===== src/rtl/feature_fifo_out.sv =====
// Output FIFO for pooled feature pixels with occupancy flags, sticky overflow and frame-done pulse.
// Optional Almost_Full output when ALMOST_FULL_EN is defined.
module feature_fifo_out #(
  parameter int unsigned Datawidth  = 16,
  parameter int unsigned Depth      = 64,
  parameter int unsigned Frame_Size = 49,
  parameter int unsigned AF_Margin  = 4
) (
  input  logic                     CLK,
  input  logic                     CLR,
  input  logic [Datawidth-1:0]     In,
  input  logic                     Valid_IN,
  input  logic                     Rd_EN,
  output logic [Datawidth-1:0]     Out,
  output logic                     Valid_OUT,
  output logic                     Full,
  output logic                     Empty,
  output logic [$clog2(Depth):0]   Count,
  output logic                     Overflow,
`ifdef ALMOST_FULL_EN
  output logic                     Almost_Full,
`endif
  output logic                     Frame_Done
);

  localparam int unsigned AW = $clog2(Depth);
  localparam int unsigned CW = AW + 1;
  localparam int unsigned FW = (Frame_Size > 1) ? $clog2(Frame_Size) : 1;
  localparam logic [CW-1:0] DepthC     = CW'(Depth);
  localparam logic [FW-1:0] FrameLastC = FW'(Frame_Size - 1);

  logic [Datawidth-1:0] mem_q [Depth];

  logic [AW-1:0]        wr_ptr_q, wr_ptr_d;
  logic [AW-1:0]        rd_ptr_q, rd_ptr_d;
  logic [CW-1:0]        count_q, count_d;
  logic                 full_q, full_d;
  logic                 empty_q, empty_d;
  logic                 overflow_q, overflow_d;
  logic [Datawidth-1:0] out_q, out_d;
  logic                 valid_out_q, valid_out_d;
  logic [FW-1:0]        frame_cnt_q, frame_cnt_d;
  logic                 frame_done_q, frame_done_d;
  logic                 rd_acc, wr_acc;

  // A read frees a slot in the same cycle, so a full FIFO may still accept a write.
  assign rd_acc = Rd_EN & ~empty_q;
  assign wr_acc = Valid_IN & (~full_q | rd_acc);

  always_comb begin
    wr_ptr_d     = wr_ptr_q;
    rd_ptr_d     = rd_ptr_q;
    count_d      = count_q;
    overflow_d   = overflow_q;
    out_d        = out_q;
    valid_out_d  = 1'b0;
    frame_cnt_d  = frame_cnt_q;
    frame_done_d = 1'b0;

    if (wr_acc) begin
      wr_ptr_d = wr_ptr_q + AW'(1);
      if (frame_cnt_q == FrameLastC) begin
        frame_cnt_d  = '0;
        frame_done_d = 1'b1;
      end else begin
        frame_cnt_d = frame_cnt_q + FW'(1);
      end
    end
    if (rd_acc) begin
      rd_ptr_d    = rd_ptr_q + AW'(1);
      out_d       = mem_q[rd_ptr_q];
      valid_out_d = 1'b1;
    end
    if (wr_acc && !rd_acc) begin
      count_d = count_q + CW'(1);
    end else if (rd_acc && !wr_acc) begin
      count_d = count_q - CW'(1);
    end
    if (Valid_IN && !wr_acc) begin
      overflow_d = 1'b1;
    end
    full_d  = (count_d == DepthC);
    empty_d = (count_d == '0);
  end

  always_ff @(posedge CLK) begin
    if (!CLR) begin
      wr_ptr_q     <= '0;
      rd_ptr_q     <= '0;
      count_q      <= '0;
      full_q       <= 1'b0;
      empty_q      <= 1'b1;
      overflow_q   <= 1'b0;
      out_q        <= '0;
      valid_out_q  <= 1'b0;
      frame_cnt_q  <= '0;
      frame_done_q <= 1'b0;
    end else begin
      wr_ptr_q     <= wr_ptr_d;
      rd_ptr_q     <= rd_ptr_d;
      count_q      <= count_d;
      full_q       <= full_d;
      empty_q      <= empty_d;
      overflow_q   <= overflow_d;
      out_q        <= out_d;
      valid_out_q  <= valid_out_d;
      frame_cnt_q  <= frame_cnt_d;
      frame_done_q <= frame_done_d;
    end
  end

  // Storage is never cleared; pointers alone define validity.
  always_ff @(posedge CLK) begin
    if (CLR && wr_acc) begin
      mem_q[wr_ptr_q] <= In;
    end
  end

`ifdef ALMOST_FULL_EN
  localparam logic [CW-1:0] AfLevelC = CW'(Depth - AF_Margin);
  logic almost_full_q;

  always_ff @(posedge CLK) begin
    if (!CLR) begin
      almost_full_q <= 1'b0;
    end else begin
      almost_full_q <= (count_d >= AfLevelC);
    end
  end

  assign Almost_Full = almost_full_q;
`endif

  assign Out        = out_q;
  assign Valid_OUT  = valid_out_q;
  assign Full       = full_q;
  assign Empty      = empty_q;
  assign Count      = count_q;
  assign Overflow   = overflow_q;
  assign Frame_Done = frame_done_q;

endmodule

===== config.mk =====
export PLATFORM = sky130hd
export DESIGN_NAME = feature_fifo_out
export DESIGN_NICKNAME = d
export VERILOG_FILES = /design/src/rtl/feature_fifo_out.sv
export SDC_FILE = /design/constraint.sdc
export NUM_CORES = 1
export LEC_CHECK = 0
export CAP_MARGIN = 15
export CORE_ASPECT_RATIO = 0.8
export CORE_MARGIN = 3
export CORE_UTILIZATION = 30
export CTS_CLUSTER_SIZE = 16
export DETAILED_ROUTE_END_ITERATION = 16
export PLACE_DENSITY_LB_ADDON = 0.3
export SKIP_LAST_GASP = 1
export SLEW_MARGIN = 20
export SYNTH_ARGS = -nofsm -noshare
export SYNTH_HDL_FRONTEND = slang
export SYNTH_SLANG_ARGS = --single-unit

===== constraint.sdc =====
create_clock -name CLK -period 11.02 [get_ports CLK]
set_input_delay 2.755 -clock CLK [delete_from_list [all_inputs] [get_ports CLK]]
set_output_delay 2.755 -clock CLK [all_outputs]
set_load 0.005 [all_outputs]

==> run metrics <==
hold_sp=Overflow; pin count of the biggest net entering global routing=90; routed vias/inst=5.05; postcts setup bufs=0; top post-synthesis cells by count=edfxtp_1, mux4_2, mux2i_1, nor2_1, nand2_1; # resized after CTS=0; grt ovf=0; final worst slack=5.29 ns; CTS buffer count=108; fin crit share=52.0%; arrival time at the worst endpoint=6.13 ns; hold path cells=2; Critical R2R Launch=rd_ptr_q[0]; Mapped Cells=2,073; layout cell share with drive strength beyond 1=21.7%; hold_buf cts=0; n_diodes=0; minimum clock period=5.73 ns; warnings from Yosys=0; drt wl/cell=26.2 um; Post-synth EDFFs=1,024; DRC=0; DRT iter0 DRCs=2,618; reg2reg setup slack=6.77 ns; Clock Latency Late Sink=0.72 ns; Finish-stage setup viols=0; Finished Layout Cells=4,139; routability cong.=0.856; setup tns final=0 ns; Most used DFF post-synth=edfxtp_1; LEAKAGE=14.4 nW; Fillers=12,700; first-pass GRT wire length=155 mm; Nets=2,228; DP Cell Count=3,937; fmax=174 MHz; Power Density=185 nW/um^2; H-tree Lvls=3; leading area contributor after synthesis=edfxtp_1; initial antenna violation count=4; count of pins over their slew limit=0; Critical Path Start=Rd_EN; crit path kind=primary input to flop; antenna-violating nets left=0; Die ar.=142,000 sq um; First-pass DRT Iterations=5; IO buf count=47; # rows=121; I/O pins=48; Detailed Route WL=108 mm; run status=complete, no violations; Max Cap Viol=0; GRT Total Usage=15.0%; worst slack, placed=4.54 ns; Initial Util=30.3%; Mapped Area=41,400 sq um; Reg2Reg Depth=6; Crit. End Element=flop; Hold Violations, Final=0; CTS tree=yes; sequential-to-total area share from yosys stat=76.5%; Area contributors post-synth=edfxtp_1, mux4_2, mux2i_1; Core Box Area=137,000 sq um; number of global-route vias before repair=20,800; Syn Nets=2,099; Area Growth Syn to Fin=15.9%; root buf cell=clkbuf_16; top-count cell post-synth=edfxtp_1; clk sinks=1,070; Worst-path clk slew=0.06 ns; post-synth top area share=74.3%; Worst setup SP type=primary input; clock skew=0.0294 ns; die width=421 um; RSZ-0062 raised after global routing=false; crit path max fanout=16; worst slew pin tran=1.09 ns; Syn Area/Cell=20.0 sq um; CP required=11.42 ns; Clock Tree Buf Depth=3; DR vias=20,900; flops & latches, synth=1,070; share of flip-flops with an asynchronous set or reset=0%; height of the die=338 um; worst vdd ir=0.135 mV; DP HPWL=63.0 mm; Max transition margin=27.3%; Unique masters post-synth=58; HP Class=flop to flop
-- layout by cell type, fill, tap and decap left out, types with 6 or more instances in the layout --
master and instances:
edfxtp_1 1024, mux4_2 193, mux2i_1 144, clkbuf_16 109, nor2_1 106, buf_4 96, nand2_1 80, a22oi_1 48
a211oi_1 45, dfxtp_1 42, a21oi_1 37, o22ai_1 31, clkdlybuf4s50_1 31, clkinv_1 21, a31oi_1 19, clkinv_2 19
bufinv_16 18, o221ai_1 17, a32o_1 16, o21ai_0 16, buf_2 16, o211ai_1 15, clkbuf_1 14, nand3_1 12
xor2_1 11, clkinvlp_4 11, nand3b_1 8, xnor2_1 7, inv_1 6, ha_1 6
-- stage by stage --
stage	utilization, %	power (mW)	hold slack [ns]	cell area [sq um]
3_5_place_dp	32.4	5.16	0.491	44200
4_1_cts	35.1	8.99	0.507	47900
2_1_floorplan	-	4.94	0.457	41400
6_report	35.1	8.89	0.493	47900
3_3_place_gp	32.4	5.15	0.485	44200
5_1_grt	35.1	9.17	0.540	47900
-- power breakdown --
part	total, mW	switching, mW	internal, mW
Combinational	0.560	0.333	0.227
Clock	3.82	1.58	2.25
Sequential	4.51	0.0376	4.47
-- metal layers --
| metal | wire length (um) | share of wire [%] | GRT usage, % | up-vias |
|---|---|---|---|---|
| li1 | - | - | - | 8833 |
| met1 | 49000 | 45 | 22.1 | 11100 |
| met2 | 48600 | 45 | 22.4 | 768 |
| met3 | 8350 | 7.7 | 3.30 | 165 |
| met4 | 2390 | 2.2 | 3.73 | 0 |
| met5 | 0 | 0 | 0 | - |
-- sequential cells by signal, summed over array words and instances, names as in the netlist --
signal / flops
mem_q: 1024
Out: 16
Count: 7
frame_cnt_q: 6
rd_ptr_q: 6
wr_ptr_q: 6
Empty: 1
Frame_Done: 1
Full: 1
Overflow: 1
Valid_OUT: 1
-- cells by family after synthesis --
logic type               after synthesis  synth area share, %
AO/OA/AOI/OAI                        255                 4.35
XOR/XNOR                              18                0.381
adder cells (fa/ha/maj)                6                0.181
buffers and inverters                133                 1.70
flip-flops                          1070                 76.5
multiplexers                         337                 14.0
AND/OR/NAND/NOR                      254                 2.85
-- path summary, 6_finish.rpt --
| check | endpoint |
|---|---|
| min | Overflow |
| min reg2reg | Overflow |
| max | mem_q[22][10] |
| max reg2reg | Out[11] |
-- layout make-up --
class	instances	area [sq um]	share of cell area [%]
multi-input combinational	870	9040	18.9
clock buffer	123	2780	5.80
timing repair buffer	145	1150	2.40
sequential	1070	31700	66.1
clock inverter	79	941	1.96
tap	1845	2310	4.82
inverter	7	26.3	0.0548
-- critical path, stage by stage --
cell,delay [ns]
clkdlybuf4s50_1,0.53
nand2b_1,0.25
a21oi_2,0.62
and2_0,0.46
nand4b_1,0.81
nor2_1,0.37
buf_4,0.31
Power figures use the tool's default switching activity.
